File: config.mk
export PLATFORM = sky130hd
export DESIGN_NAME = ddc_lane_unpack_gain
export DESIGN_NICKNAME = d
export VERILOG_FILES = /design/src/rtl/ddc_unpack_pkg.sv /design/src/rtl/ddc_sat_shift.sv /design/src/rtl/ddc_lane_unpack_gain.sv
export SDC_FILE = /design/constraint.sdc
export NUM_CORES = 1
export LEC_CHECK = 0
export ABC_AREA = 1
export ABC_CLOCK_PERIOD_IN_PS = 4070
export CAP_MARGIN = 20
export CORE_UTILIZATION = 58
export CTS_CLUSTER_SIZE = 12
export DETAILED_ROUTE_END_ITERATION = 6
export HOLD_SLACK_MARGIN = 0.15
export PLACE_DENSITY = 0.86
export SLEW_MARGIN = 20
export SYNTH_ARGS = -nofsm -noshare
export SYNTH_HDL_FRONTEND = slang
export SYNTH_SLANG_ARGS = --single-unit
File: constraint.sdc
create_clock -name clk -period 4.07 [get_ports clk]
set_clock_uncertainty 0.15 [all_clocks]
set_input_delay 0.6105 -clock clk [delete_from_list [all_inputs] [get_ports clk]]
set_output_delay 0.6105 -clock clk [all_outputs]
set_load 0.02 [all_outputs]
File: src/rtl/ddc_unpack_pkg.sv
// Shared constants and helpers for the DDC lane unpack / gain block.
package ddc_unpack_pkg;

    localparam int DEF_LANE_WIDTH    = 24;
    localparam int DEF_IQ_DATA_WIDTH = 16;
    localparam int CNT_W             = 16;

    // Slot index of a component inside tdata: I of channel c at 2c, Q at 2c+1.
    function automatic int comp_idx(input int ch, input int iq);
        return 2 * ch + iq;
    endfunction

    function automatic int sat_max(input int w);
        return (1 << (w - 1)) - 1;
    endfunction

    function automatic int sat_min(input int w);
        return -(1 << (w - 1));
    endfunction

endpackage

File: src/rtl/ddc_sat_shift.sv
// Single-component arithmetic right shift with optional round-half-up and
// signed saturation to IQ_DATA_WIDTH. Rounding is compiled in by
// DDC_UNPACK_ROUND_EN; without it the shift truncates toward -inf.
module ddc_sat_shift
    import ddc_unpack_pkg::*;
#(
    parameter int LANE_WIDTH    = DEF_LANE_WIDTH,
    parameter int IQ_DATA_WIDTH = DEF_IQ_DATA_WIDTH,
    parameter int SHIFT_W       = 4
) (
    input  logic [LANE_WIDTH-1:0]    i_x,
    input  logic [SHIFT_W-1:0]       i_shift,
    output logic [IQ_DATA_WIDTH-1:0] o_y,
    output logic                     o_sat
);

    localparam logic signed [LANE_WIDTH:0] MAXV = (LANE_WIDTH+1)'(sat_max(IQ_DATA_WIDTH));
    localparam logic signed [LANE_WIDTH:0] MINV = (LANE_WIDTH+1)'(sat_min(IQ_DATA_WIDTH));

    // One guard bit so the rounding offset can never wrap the sum.
    logic signed [LANE_WIDTH:0] w_ext;
    logic signed [LANE_WIDTH:0] w_off;
    logic signed [LANE_WIDTH:0] w_sum;
    logic signed [LANE_WIDTH:0] w_shr;

    assign w_ext = {i_x[LANE_WIDTH-1], i_x};

`ifdef DDC_UNPACK_ROUND_EN
    localparam logic [LANE_WIDTH:0] ONE = (LANE_WIDTH+1)'(1);
    assign w_off = (i_shift == '0) ? '0 : (ONE << (i_shift - SHIFT_W'(1)));
`else
    assign w_off = '0;
`endif

    assign w_sum = w_ext + w_off;
    assign w_shr = w_sum >>> i_shift;

    // Clip to the output range and flag any clipping.
    always_comb begin
        o_sat = 1'b0;
        o_y   = w_shr[IQ_DATA_WIDTH-1:0];
        if (w_shr > MAXV) begin
            o_y   = MAXV[IQ_DATA_WIDTH-1:0];
            o_sat = 1'b1;
        end else if (w_shr < MINV) begin
            o_y   = MINV[IQ_DATA_WIDTH-1:0];
            o_sat = 1'b1;
        end
    end

endmodule

File: src/rtl/ddc_lane_unpack_gain.sv
// DDC output interface: per-beat source select (bw20/bw02), NUM_CH I/Q lane
// unpack, run-time gain shift with saturation, and a show-ahead output FIFO.
// Build option: DDC_UNPACK_ROUND_EN enables round-half-up before the shift.
module ddc_lane_unpack_gain
    import ddc_unpack_pkg::*;
#(
    parameter int IQ_DATA_WIDTH = DEF_IQ_DATA_WIDTH,
    parameter int LANE_WIDTH    = DEF_LANE_WIDTH,
    parameter int NUM_CH        = 2,
    parameter int SHIFT_W       = 4,
    parameter int FIFO_DEPTH    = 4
) (
    input  logic                              clk,
    input  logic                              rstn,
    input  logic [SHIFT_W-1:0]                gain_cfg,
    input  logic                              bw_sel,
    input  logic [2*NUM_CH*LANE_WIDTH-1:0]    bw20_data_tdata,
    input  logic                              bw20_data_tvalid,
    input  logic [2*NUM_CH*LANE_WIDTH-1:0]    bw02_data_tdata,
    input  logic                              bw02_data_tvalid,
    output logic [NUM_CH*IQ_DATA_WIDTH-1:0]   out_i,
    output logic [NUM_CH*IQ_DATA_WIDTH-1:0]   out_q,
    output logic                              out_tvalid,
    input  logic                              out_tready,
    input  logic                              clr_cnt,
    output logic [CNT_W-1:0]                  sat_cnt,
    output logic [CNT_W-1:0]                  ovf_cnt
);

    localparam int NCOMP = 2 * NUM_CH;
    localparam int DW    = NCOMP * LANE_WIDTH;
    localparam int OW    = NUM_CH * IQ_DATA_WIDTH;
    localparam int SMAX  = LANE_WIDTH - IQ_DATA_WIDTH;
    localparam int AW    = $clog2(FIFO_DEPTH);

    localparam logic [SHIFT_W-1:0] SMAX_V  = SHIFT_W'(SMAX);
    localparam logic [CNT_W-1:0]   CNT_MAX = '1;
    localparam logic [AW:0]        FULL_V  = (AW+1)'(FIFO_DEPTH);

    typedef struct packed {
        logic [OW-1:0] i;
        logic [OW-1:0] q;
    } beat_t;

    // vld_pipe[0]: stage-1 beat valid, vld_pipe[1]: stage-2 beat valid
    logic [1:0]         r_vld_pipe;
    logic [DW-1:0]      r_s1_data;
    logic [SHIFT_W-1:0] r_s1_shift;
    beat_t              r_s2;
    logic               r_s2_sat;

    // Stage 1: capture source, data and clamped shift together so each beat
    // carries its own settings.
    always_ff @(posedge clk or negedge rstn) begin
        if (!rstn) begin
            r_vld_pipe <= '0;
            r_s1_data  <= '0;
            r_s1_shift <= '0;
        end else begin
            r_vld_pipe[0] <= bw_sel ? bw02_data_tvalid : bw20_data_tvalid;
            r_vld_pipe[1] <= r_vld_pipe[0];
            r_s1_data     <= bw_sel ? bw02_data_tdata : bw20_data_tdata;
            r_s1_shift    <= (gain_cfg > SMAX_V) ? SMAX_V : gain_cfg;
        end
    end

    logic [NUM_CH-1:0][IQ_DATA_WIDTH-1:0] w_i;
    logic [NUM_CH-1:0][IQ_DATA_WIDTH-1:0] w_q;
    logic [NCOMP-1:0]                     w_sat;

    for (genvar c = 0; c < NUM_CH; c++) begin : g_ch
        ddc_sat_shift #(
            .LANE_WIDTH   (LANE_WIDTH),
            .IQ_DATA_WIDTH(IQ_DATA_WIDTH),
            .SHIFT_W      (SHIFT_W)
        ) u_i (
            .i_x    (r_s1_data[comp_idx(c, 0)*LANE_WIDTH +: LANE_WIDTH]),
            .i_shift(r_s1_shift),
            .o_y    (w_i[c]),
            .o_sat  (w_sat[comp_idx(c, 0)])
        );
        ddc_sat_shift #(
            .LANE_WIDTH   (LANE_WIDTH),
            .IQ_DATA_WIDTH(IQ_DATA_WIDTH),
            .SHIFT_W      (SHIFT_W)
        ) u_q (
            .i_x    (r_s1_data[comp_idx(c, 1)*LANE_WIDTH +: LANE_WIDTH]),
            .i_shift(r_s1_shift),
            .o_y    (w_q[c]),
            .o_sat  (w_sat[comp_idx(c, 1)])
        );
    end

    // Stage 2: register scaled components and the beat-level saturation flag.
    always_ff @(posedge clk or negedge rstn) begin
        if (!rstn) begin
            r_s2     <= '0;
            r_s2_sat <= 1'b0;
        end else begin
            r_s2.i   <= w_i;
            r_s2.q   <= w_q;
            r_s2_sat <= |w_sat;
        end
    end

    beat_t          r_mem [FIFO_DEPTH];
    logic [AW-1:0]  r_wr;
    logic [AW-1:0]  r_rd;
    logic [AW:0]    r_cnt;
    logic           w_full;
    logic           w_pop;
    logic           w_push;
    logic           w_drop;

    assign w_full     = (r_cnt == FULL_V);
    assign out_tvalid = (r_cnt != '0);
    assign w_pop      = out_tvalid && out_tready;
    // A pop frees the slot in the same cycle, so full+pop still accepts.
    assign w_push     = r_vld_pipe[1] && (!w_full || w_pop);
    assign w_drop     = r_vld_pipe[1] && w_full && !w_pop;

    assign out_i = r_mem[r_rd].i;
    assign out_q = r_mem[r_rd].q;

    // Output FIFO: circular buffer with occupancy count, show-ahead read.
    always_ff @(posedge clk or negedge rstn) begin
        if (!rstn) begin
            r_wr  <= '0;
            r_rd  <= '0;
            r_cnt <= '0;
            for (int k = 0; k < FIFO_DEPTH; k++) r_mem[k] <= '0;
        end else begin
            if (w_push) begin
                r_mem[r_wr] <= r_s2;
                r_wr        <= r_wr + AW'(1);
            end
            if (w_pop) r_rd <= r_rd + AW'(1);
            case ({w_push, w_pop})
                2'b10:   r_cnt <= r_cnt + (AW+1)'(1);
                2'b01:   r_cnt <= r_cnt - (AW+1)'(1);
                default: r_cnt <= r_cnt;
            endcase
        end
    end

    logic [CNT_W-1:0] r_sat_cnt;
    logic [CNT_W-1:0] r_ovf_cnt;

    // Sticky-at-max event counters; clear wins over a same-cycle event.
    always_ff @(posedge clk or negedge rstn) begin
        if (!rstn) begin
            r_sat_cnt <= '0;
            r_ovf_cnt <= '0;
        end else if (clr_cnt) begin
            r_sat_cnt <= '0;
            r_ovf_cnt <= '0;
        end else begin
            if (r_vld_pipe[1] && r_s2_sat && (r_sat_cnt != CNT_MAX))
                r_sat_cnt <= r_sat_cnt + CNT_W'(1);
            if (w_drop && (r_ovf_cnt != CNT_MAX))
                r_ovf_cnt <= r_ovf_cnt + CNT_W'(1);
        end
    end

    assign sat_cnt = r_sat_cnt;
    assign ovf_cnt = r_ovf_cnt;

endmodule
## Word-level counts from Yosys, hierarchy flattened

Cells that the tools add are included.

| word-level totals | value |
|---|---|
| register bits after elaboration | 462 |
| bits of input ports | 203 |
| output and inout port bits | 97 |
| word-level logic and storage cells | 94 |

| operators by class | value |
|---|---|
| add/sub/neg operators | 6 |
| $lt $le $gt $ge | 12 |
| equality and inequality tests | 5 |
| shift operators | 4 |
| mux-type cells | 30 |
| bitwise gates (word level) | 2 |
| reductions and logical operators | 16 |

Operators with widths:

| kind | count |
|---|---|
| bitwise mux 256 bit | 1 |
| 2-to-1 mux 16 bit | 12 |
| 2-to-1 mux 64 bit | 3 |
| binary-select mux 64 bit (select 2 bit) | 1 |
| demux 64 bit (select 2 bit) | 1 |
| greater-than comparator 25 x 16 -> 1 bit, second input constant | 4 |
| < comparator 25 x 16 -> 1 bit, second input constant | 4 |
| >>> shifter 24 x 4 -> 25 bit | 4 |
| 2-to-1 mux 96 bit | 1 |
| adder 16 x 1 -> 16 bit, second input constant | 2 |
| != test 16 bit, second input constant | 2 |
| 2-to-1 mux 1 bit | 9 |
| logical AND 1 bit | 8 |
| greater-or-equal comparator 3 bit, second input constant | 2 |
| inverter 2 -> 3 bit | 2 |
| one-hot mux 3 bit (2 select lines) | 1 |
| nonzero test 2 bit | 3 |
| adder 2 x 1 -> 2 bit, second input constant | 2 |
| greater-than comparator 4 bit, second input constant | 1 |
| 2-to-1 mux 4 bit | 1 |
| OR reduction 4 bit | 1 |
| adder 3 x 1 -> 3 bit, second input constant | 1 |
| equality test 3 bit, second input constant | 1 |
| < comparator 3 x 1 -> 1 bit, second input constant | 1 |
| 6 further kinds | 7 |

## Logic depth before layout (Yosys ltp)

Gate-level depths: netlist (run 1).

| logic depth | value |
|---|---|
| word-level depth | 7 |
| depth in mapped cells | 18 |
| mapped depth without buffers | 16 |

## By module

A second synthesis (run 1) with hierarchy kept.

| second synthesis, totals | value |
|---|---|
| cells, all modules | 3185 |
| area, all modules | 24522.3 µm² |

By module, submodules not included:

| module | times used | cells an instance | area an instance (µm²) | sequential area each (µm²) |
|---|---|---|---|---|
| ddc_lane_unpack_gain | 1 | 2085 | 19502.5 | 11561.1 |
| ddc_sat_shift | 4 | 275 | 1255.0 | 0.0 |

## Worst setup path before layout (run 1)

OpenSTA, ideal clock, no wires.

| timing path | value |
|---|---|
| path type | reg2out |
| start point | register r_rd[0] |
| end point | output port out_i[0] |
| arrival time | 1.636 ns |
| path slack | 1.673 ns |
| stages on the path, launching flop included | 7 |
| buffers on the path | 3 |
| cell sequence | dfrtp_1 clkbuf_1 inv_1 clkbuf_1 clkbuf_1 nor2_1 o22ai_1 |

| on the way | value |
|---|---|
| cells in the longest elaborated chain, start to end | 4 |

Ends and longest elaborated chain:

| element | RTL line | text |
|---|---|---|
| start, declared | ddc_lane_unpack_gain.sv:108 | `logic [AW-1:0] r_rd;` |
| start signal, assigned | ddc_lane_unpack_gain.sv:137 | `if (w_pop) r_rd <= r_rd + AW'(1);` |
| inverter 2 -> 3 bit (not written as such) | ddc_lane_unpack_gain.sv:122 | `assign out_i = r_mem[r_rd].i;` |
| binary-select mux 64 bit (select 2 bit) | ddc_lane_unpack_gain.sv:122 |  |
| 2-to-1 mux 64 bit (2 in series) | n/a |  |
| end, declared | ddc_lane_unpack_gain.sv:21 | `output logic [NUM_CH*IQ_DATA_WIDTH-1:0] out_i,` |

No other way between the ends. The select of a mux whose other input is x is not followed.

## Worst setup path after layout (run 1)

| timing path | value |
|---|---|
| start point | register r_rd[0] |
| end point | output port out_i[3] |

The elaborated chain is that of the path after synthesis.

==> flow_summary.json, run 1 <==
{
  "grt_pass1_wl_um": 102000,
  "power_density_nw_per_um2": 667,
  "worstMarginPinSlew_ps": 1040,
  "die_y_um": 203,
  "crit_arrival_ps": 3000,
  "synth_warnings": 0,
  "period_needed_ps": 3760,
  "rsz0062_at_grt": "false",
  "grt_pass1_vias": 18800,
  "cp.required_ps": 3310,
  "maxSlewHeadroom_pct": 30.8,
  "yosysTopAreaCellShare_pct": 49.5,
  "crit_path_end_kind": "primary output",
  "syn_to_final_growth_pct": 20.4,
  "drt_wl_total_um": 63500,
  "routed_via_density": 5.88,
  "dr.pass1.iters": 6,
  "drv_slew": 0,
  "grt_max_degree": 123,
  "drtIter0Drc": 1540,
  "cts_resized": 0,
  "path_clk_slew_ps": 60,
  "cts_inserted_buffers": 47,
  "setup_viol": 0,
  "synth_edf_count": 0,
  "die_x_um": 203,
  "peakVddDrop_uv": 388,
  "antenna_found_initial": 2,
  "start_kind": "flop",
  "place.detailed.hpwl_um": 43700,
  "maxCapViolCount": 0,
  "synthFlopType": "dfrtp_1",
  "ys_seq_elements": 462,
  "holdBufCountCts": 1,
  "netlist_area_sq_um": 23400,
  "synth_top_cell_by_area": "dfrtp_1",
  "path_class": "flop to primary output",
  "place_congestion": 0.892,
  "holdWs_ps": 217,
  "tritoncts": "built",
  "die_area_sq_um": 41100,
  "syn_nets": 2690,
  "fin_crit_sh_pct": 92.3,
  "drc": 0,
  "fp-row-count": 73,
  "yosysUniqueCellTypes": 48,
  "track_usage_pct": 31.5,
  "clock_sink_count": 462,
  "portBuffers": 299,
  "ys_async_sr_fraction_pct": 100,
  "initial_core_util_pct": 58.8,
  "core_sq_um": 39700,
  "drive_gt1_share_pct": 18.3,
  "hp-class": "flop to flop",
  "wl_per_cell_um": 19.5,
  "htreeDepth": 2,
  "root_buffer": "clkbuf_16",
  "cts_setup_buffers": 0,
  "clk_latency_ps": 600,
  "final_nets": 2915,
  "antenna_left": 0,
  "yosysSeqAreaShare_pct": 49.5,
  "avgSynthCellArea_sq_um": 9.43,
  "boundaryPins": 300,
  "syn_inst": 2479,
  "hold_viol": 0,
  "timing.fmax_mhz": 266,
  "n_antenna_cell": 0,
  "path_max_fanout": 58,
  "clockBufferDepth": 3,
  "synth.area.top_cells": "dfrtp_1 (49%), mux2_2 (17%), nand2_1 (8.4%), o21ai_0 (5.6%), nor2_1 (3.4%)",
  "setup_tns_ps": 0,
  "grt-ovfl-total": 0,
  "vias": 19100,
  "p_leak_nw": 11.9,
  "status": "finished, final reports clean"
}
-- power by group --
part / switching [mW] / internal [mW] / total, mW
combinational: 3.98 / 3.56 / 7.54
clock: 1.76 / 2.37 / 4.13
sequential: 1.01 / 6.11 / 7.11
total: 6.75 / 12.0 / 18.8
-- cell families (layout without fill, tap and decap cells) --
| family | Yosys count | after routing | synth area share, % |
|---|---|---|---|
| muxes | 364 | 364 | 17.5 |
| and+or+nand+nor | 924 | 924 | 16.0 |
| buffers and inverters | 264 | 511 | 5.36 |
| adders and majority gates | 8 | 8 | 0.460 |
| AOI/OAI and AO/OA | 452 | 452 | 11.0 |
| xor gates and xnor gates | 5 | 5 | 0.187 |
| DFF | 462 | 462 | 49.5 |
-- worst max-delay path: stages, from the launching register on --
cell and delay (ps):
dfrtp_4 660, inv_2 300, buf_12 280, o21ai_0 130
o22ai_1 310, clkdlybuf4s50_1 680
-- cell usage in the layout (no fill, tap or decap), types with 3 or more instances in the layout --
cell type	netlist	final
nor2_1	212	212
a31oi_1	10	10
inv_1	92	90
clkbuf_8	0	5
xor2_1	4	4
buf_4	33	29
a21oi_1	32	32
ha_1	7	7
nor2_2	8	4
o21ai_0	262	262
mux2i_1	11	11
nand4_1	3	3
nand2_2	7	7
nor2_4	0	4
o22ai_1	67	67
o211ai_2	5	5
clkdlybuf4s50_1	0	297
buf_12	0	16
clkinv_2	0	3
dfrtp_2	0	4
inv_2	2	5
nand3_1	156	156
o21ai_1	19	19
clkbuf_16	0	48
nand2_1	520	520
o211ai_1	40	40
mux2_2	353	353
nor3_1	10	10
clkbuf_1	76	10
dfrtp_1	462	457
-- cells in the mapped netlist (8+ instances only) --
cell,n
inv_1,92
buf_1,9
buf_6,11
buf_4,33
mux2i_1,11
a31oi_1,10
o21ai_0,262
clkbuf_1,76
nor3_1,10
nand2_1,520
mux2_2,353
a21oi_1,32
nor2_2,8
dfrtp_1,462
o21ai_1,19
nor2_1,212
o22ai_1,67
buf_2,39
o211ai_1,40
nand3_1,156
-- cell type report --
cell class              instances  area [sq um]
flip-flops and latches        462         11600
well taps                     525           657
repair buffers                344          3540
fillers                      2823         11600
clock inverters                 8           133
multi-input cells            1753         10600
clock buffers                  63          1310
inverters                      96           368
-- metrics by stage --
stage               total power, mW  instances  instance area [sq um]  util [%]  worst slack, ps
floorplan                      11.5       2479                  23400         -             1670
global placement               14.1       3179                  26700      67.2              973
detailed placement             14.5       3179                  26700      67.2              899
CTS                            18.8       3251                  28100      70.8              334
global route                   19.7       3251                  28100      70.8              226
finish                         18.8       3251                  28100      70.8              313
-- state kept, by name, summed over array words and instances, names as in the netlist, 3 cells and up --
register / count
ovf_cnt: 16
r_mem: 256
r_s2: 64
r_s1_shift: 4
sat_cnt: 16
r_cnt: 3
r_s1_data: 96
-- final timing paths --
check	start	to	slack (ps)	depth (start not counted)
worst max-delay path	r_rd[0]	out_i[3]	310	5
worst min-delay path	r_vld_pipe[0]	r_vld_pipe[1]	220	0
worst max register to register	r_s1_shift[1]	r_s2[20]	1150	13
worst min register to register	r_vld_pipe[0]	r_vld_pipe[1]	220	0
max in group asynchronous	rstn	r_s1_data[60]	2250	3
min in group asynchronous	rstn	r_mem[239]	550	2
-- per-layer routing --
layer  track usage (%)  share of wire, %
met2              50.0                47
met1              44.2                43
met3              5.57               7.2
met4              9.51               2.8
met5                 0             0.020
No activity file was read; power rests on OpenSTA's default activity.
==> inputs of run 2 (changes only) <==
--- a/config.mk
+++ b/config.mk
@@ -11,8 +11,9 @@
 export CORE_UTILIZATION = 58
 export CTS_CLUSTER_SIZE = 12
 export DETAILED_ROUTE_END_ITERATION = 6
+export DONT_BUFFER_PORTS = 1
 export HOLD_SLACK_MARGIN = 0.15
-export PLACE_DENSITY = 0.86
+export PLACE_DENSITY = 0.77
 export SLEW_MARGIN = 20
 export SYNTH_ARGS = -nofsm -noshare
 export SYNTH_HDL_FRONTEND = slang
==> run 2 against run 1 <==
  * Utilization is 1.8 points lower
  * Critical path type unchanged
  * Highest routed layer is now met4
  * Global-route usage fell by 1.2 points
  * Via count is 1.4% lower
  * The run now ends with negative hold slack, max-slew violations left
  * Total power shrank 3.0%
==> flow_summary.json, run 2 (synthesized netlist as in run 1, its figures left out) <==
{
  "cp_slowest_cell": "dfrtp_4",
  "cts_resized": 0,
  "largest_register_ffs": 256,
  "drc": 0,
  "status": "complete, but fails checks",
  "drv_slew": 168,
  "routed_via_density": 5.88,
  "place_congestion": 0.958,
  "violations": "negative hold slack, max-slew violations",
  "wl_per_cell_um": 19.4,
  "crit_buf_inv": 2,
  "layout_common_cells": "nand2_1 (520), dfrtp_1 (457), mux2_2 (353)",
  "setup_tns_ps": 0,
  "cp.required_ps": 3310,
  "track_usage_pct": 30.3,
  "worstMarginPinSlew_ps": 1920,
  "setup_viol": 0,
  "grt-ovfl-total": 0,
  "htreeDepth": 2,
  "clkPwrFrac_pct": 22.9,
  "swShare_pct": 35.6,
  "antenna_left": 0,
  "timing.fmax_mhz": 275,
  "clk_latency_ps": 570,
  "holdWs_ps": -396,
  "cts_inserted_buffers": 48,
  "crit_arrival_ps": 2870,
  "grt_max_degree": 463,
  "critPathMaxStageDelay_ps": 820,
  "place.detailed.hpwl_um": 39600,
  "largest_register": "r_mem",
  "grt_pass1_wl_um": 99400,
  "p_int_mw": 11.7,
  "grt_pass1_vias": 18700,
  "syn_to_final_growth_pct": 17.4,
  "final_nets": 2856,
  "holdBufCountCts": 199,
  "fp-row-count": 73,
  "p_switching_mw": 6.49,
  "fin_crit_sh_pct": 89.2,
  "crit_family": "buffers and inverters",
  "root_buffer": "clkbuf_16",
  "total_power_mw": 18.2,
  "clock_sink_count": 462,
  "path_clk_slew_ps": 60,
  "clockBufferDepth": 3,
  "vias": 18900,
  "top_regs": "r_mem: 256 flops, r_s1_data: 96 flops, r_s2: 64 flops",
  "cts_setup_buffers": 0,
  "crit_path_end_kind": "primary output",
  "peakVddDrop_uv": 386,
  "period_needed_ps": 3630,
  "die_y_um": 203,
  "portBuffers": 0,
  "rsz0062_at_grt": "false",
  "hold_viol": 367,
  "tritoncts": "built",
  "seq_power_share_pct": 38.8,
  "boundaryPins": 300,
  "initial_core_util_pct": 58.8,
  "path_cells": "buf_4 > o21ai_0 > o22ai_1 > buf_4",
  "core_sq_um": 39700,
  "die_area_sq_um": 41100,
  "antenna_found_initial": 9,
  "power_density_nw_per_um2": 664,
  "die_x_um": 203,
  "maxCapViolCount": 0,
  "drive_gt1_share_pct": 20.5,
  "hp-class": "input port to async pin",
  "maxSlewHeadroom_pct": -28.3,
  "path_class": "flop to primary output",
  "start_kind": "flop",
  "dr.pass1.iters": 6,
  "drt_wl_total_um": 62200,
  "drtIter0Drc": 1465,
  "combPwrFrac_pct": 38.3,
  "cp_common_cell": "buf_4",
  "p_leak_nw": 11.8,
  "final_common_cell": "nand2_1",
  "path_max_fanout": 74
}
run 2: final timing paths:
kind	startpoint	endpoint	slack [ps]	cells past startpoint
min reg2reg	r_vld_pipe[0]	r_vld_pipe[1]	200	0
max	r_rd[0]	out_q[31]	440	4
min	rstn	r_mem[47]	-400	0
max in group asynchronous	rstn	r_s1_shift[0]	2510	0
min in group clk	r_vld_pipe[0]	r_vld_pipe[1]	200	0
max reg2reg	r_s1_shift[0]	r_s2[18]	1240	8
run 2: worst register-to-register path, cell delays in order (launching register included):
cell and delay (ps):
dfrtp_4 630, inv_8 370, nand2_1 180, nand3_1 100, o21ai_0 130, o21ai_0 350
or2_2 170, o21ai_0 100, o21ai_0 490
run 2: layout make-up:
cell class	instances	area [sq um]
inverters	96	368
well taps	525	657
clock inverters	9	75.1
repair buffers	284	2740
fillers	2949	12300
diodes	8	20.0
flip-flops and latches	462	11600
multi-input cells	1753	10600
clock buffers	70	1430
run 2: layer usage:
| layer | routed length, um | vias to the layer above | track usage [%] |
|---|---|---|---|
| li1 | - | 8749 | - |
| met1 | 27000 | 9278 | 41.9 |
| met2 | 29500 | 699 | 49.2 |
| met3 | 3840 | 137 | 4.62 |
| met4 | 1850 | 0 | 9.91 |
| met5 | 0 | - | 0 |
run 2: stage by stage:
| stage | cells | instance area [sq um] | utilization [%] | worst slack, ps | hold WS (ps) |
|---|---|---|---|---|---|
| floorplan | 2479 | 23400 | - | 1670 | 165 |
| detailed placement | 2921 | 23900 | 60.2 | 1080 | 181 |
| global placement | 2921 | 23900 | 60.2 | 1140 | 184 |
| global route | 3207 | 27400 | 69.0 | 314 | -414 |
| finish | 3207 | 27400 | 69.0 | 438 | -396 |
| CTS | 3199 | 27400 | 69.0 | 407 | -429 |
run 2: power groups by stage:
stage	combinational, mW	sequential, mW	clock (mW)
5_1_grt	7.52	7.24	4.42
6_report	6.98	7.07	4.18
3_3_place_gp	6.54	6.99	0
3_5_place_dp	6.74	7.10	0
2_1_floorplan	4.82	6.69	0
4_1_cts	6.97	7.04	4.24
==> inputs of run 3 (changes only) <==
--- a/config.mk
+++ b/config.mk
@@ -8,6 +8,8 @@
 export ABC_AREA = 1
 export ABC_CLOCK_PERIOD_IN_PS = 4070
 export CAP_MARGIN = 20
+export CORE_ASPECT_RATIO = 0.5
+export CORE_MARGIN = 3
 export CORE_UTILIZATION = 58
 export CTS_CLUSTER_SIZE = 12
 export DETAILED_ROUTE_END_ITERATION = 6
==> run 3 against run 2 <==
  * The flow finishes with violations (design-rule violations, negative hold slack, max-slew violations)
  * Register-to-register slack got worse by 110 ps
  * Sequential cell count unchanged
  * Maximum frequency increased by 3.4%
  * Design area decreased by 0.93%
  * Wire length increased by 6.4%
  * Combinational power about the same
  * Critical path depth unchanged
  * Final cell count decreased by 0.62%
  * Count of clock-buffer cells in the layout decreased by 15
  * Via count increased by 2.3%
  * Die area increased by 4.3%
  * Critical path type unchanged
==> flow_summary.json, run 3 (synthesized netlist as in run 1, its figures left out) <==
{
  "status": "complete, but fails checks",
  "violations": "design-rule violations, negative hold slack, max-slew violations",
  "critPathMaxStageDelay_ps": 770,
  "syn_to_final_growth_pct": 16.3,
  "wl_per_cell_um": 20.7,
  "grt_max_degree": 463,
  "final_nets": 2850,
  "maxCapViolCount": 0,
  "drtIter0Drc": 2365,
  "grt-ovfl-total": 0,
  "period_needed_ps": 3510,
  "crit_family": "buffers and inverters",
  "path_class": "flop to primary output",
  "fp-row-count": 51,
  "root_buffer": "clkbuf_16",
  "boundaryPins": 300,
  "timing.fmax_mhz": 285,
  "core_sq_um": 39300,
  "reg2reg_slack_ps": 1130,
  "layout_common_cells": "nand2_1 (520), dfrtp_1 (457), mux2_2 (353)",
  "clock_sink_count": 462,
  "crit_cells": 4,
  "p_leak_nw": 11.6,
  "crit_arrival_ps": 2750,
  "seqCellArea_sq_um": 11600,
  "tritoncts": "built",
  "final_common_cell": "nand2_1",
  "setup_ws_ps": 557,
  "hold_viol": 462,
  "drv_slew": 58,
  "antenna_found_initial": 4,
  "hp-class": "input port to async pin",
  "grt_pass1_wl_um": 104000,
  "crit_buf_inv": 2,
  "rsz0062_at_grt": "false",
  "die_x_um": 290,
  "path_max_fanout": 58,
  "die_area_sq_um": 42900,
  "drc": 23,
  "largest_register_ffs": 256,
  "crit_path_end_kind": "primary output",
  "drive_gt1_share_pct": 19.8,
  "reg2reg_from": "r_s1_shift[0]",
  "multiInputGateArea_sq_um": 10600,
  "power_density_nw_per_um2": 657,
  "holdBufCountCts": 199,
  "start_kind": "flop",
  "worstMarginPinSlew_ps": 1530,
  "vias": 19300,
  "top_regs": "r_mem: 256 flops, r_s1_data: 96 flops, r_s2: 64 flops",
  "path_clk_slew_ps": 60,
  "maxSlewHeadroom_pct": -2.02,
  "htreeDepth": 2,
  "setup_tns_ps": 0,
  "routed_via_density": 6.06,
  "track_usage_pct": 30.3,
  "portBuffers": 0,
  "grt_pass1_vias": 18800,
  "cp.required_ps": 3310,
  "path_cells": "buf_4 > o21ai_0 > o22ai_1 > buf_4",
  "fill_cells": 2835,
  "cp-startpoint": "r_rd[0]",
  "cp_slowest_cell": "dfrtp_4",
  "die_y_um": 148,
  "setup_viol": 0,
  "fin_crit_sh_pct": 86.3,
  "place_congestion": 0.978,
  "drt_wl_total_um": 66100,
  "holdWs_ps": -401,
  "dr.pass1.iters": 7,
  "cts_inserted_buffers": 45,
  "peakVddDrop_uv": 402,
  "initial_core_util_pct": 59.5,
  "clockBufferDepth": 3,
  "reg2regPathDepth": 15,
  "largest_register": "r_mem",
  "clk_latency_ps": 580,
  "cp_common_cell": "buf_4",
  "place.detailed.hpwl_um": 40800,
  "antenna_left": 0,
  "dp_slack_ps": 1270
}
[run 3: changes by cell type in the layout (fill, tap and decap cells not counted), sizes merged]
cell / before / now
clkinvlp: 0 / 1
diode: 8 / 5
buf: 85 / 82
clkbuf: 70 / 55
clkinv: 7 / 2
[run 3: stage by stage]
| step | util (%) | power (mW) | cells | hold WS, ps | area, sq um |
|---|---|---|---|---|---|
| 6_report | 69.1 | 17.9 | 3187 | -401 | 27200 |
| 5_1_grt | 69.1 | 18.8 | 3185 | -423 | 27200 |
| 2_1_floorplan | - | 11.5 | 2479 | 165 | 23400 |
| 3_5_place_dp | 60.8 | 13.8 | 2923 | 184 | 23900 |
| 3_3_place_gp | 60.8 | 13.6 | 2923 | 186 | 23900 |
| 4_1_cts | 69.1 | 17.8 | 3182 | -418 | 27200 |
[run 3: metal layers]
metal | global-route usage (%) | vias up | share of wire [%]
li1 | - | 8734 | -
met1 | 42.7 | 9331 | 42
met2 | 47.5 | 1036 | 45
met3 | 6.71 | 198 | 9.4
met4 | 9.03 | 0 | 3.4
met5 | 0 | - | 0
[run 3: layout make-up]
class / count / area share (%)
clock buffer: 55 / 4.36
sequential: 462 / 42.6
timing repair buffer: 281 / 10.1
clock inverter: 5 / 0.262
inverter: 96 / 1.35
antenna: 5 / 0.0460
multi-input combinational: 1753 / 38.9
tap: 530 / 2.44
[run 3: repair_timing]
action | in CTS | in global routing
resized for setup | 0 | 0
setup buffers | 0 | 0
hold endpoints to repair | 567 | 462
[run 3: power breakdown]
part	leakage (nW)	total, mW	internal (mW)	switching, mW
registers	5.33	7.10	6.10	0.997
logic	5.69	6.95	3.16	3.79
clock network	0.608	3.81	2.05	1.77
total	11.6	17.9	11.3	6.55
[run 3: path summary, 6_finish.rpt]
path	to
worst max-delay path	out_q[3]
max in group asynchronous	r_s1_shift[0]
worst min-delay path	r_mem[239]
worst min register to register	r_vld_pipe[1]
min in group clk	r_vld_pipe[1]
worst max register to register	r_s2[42]
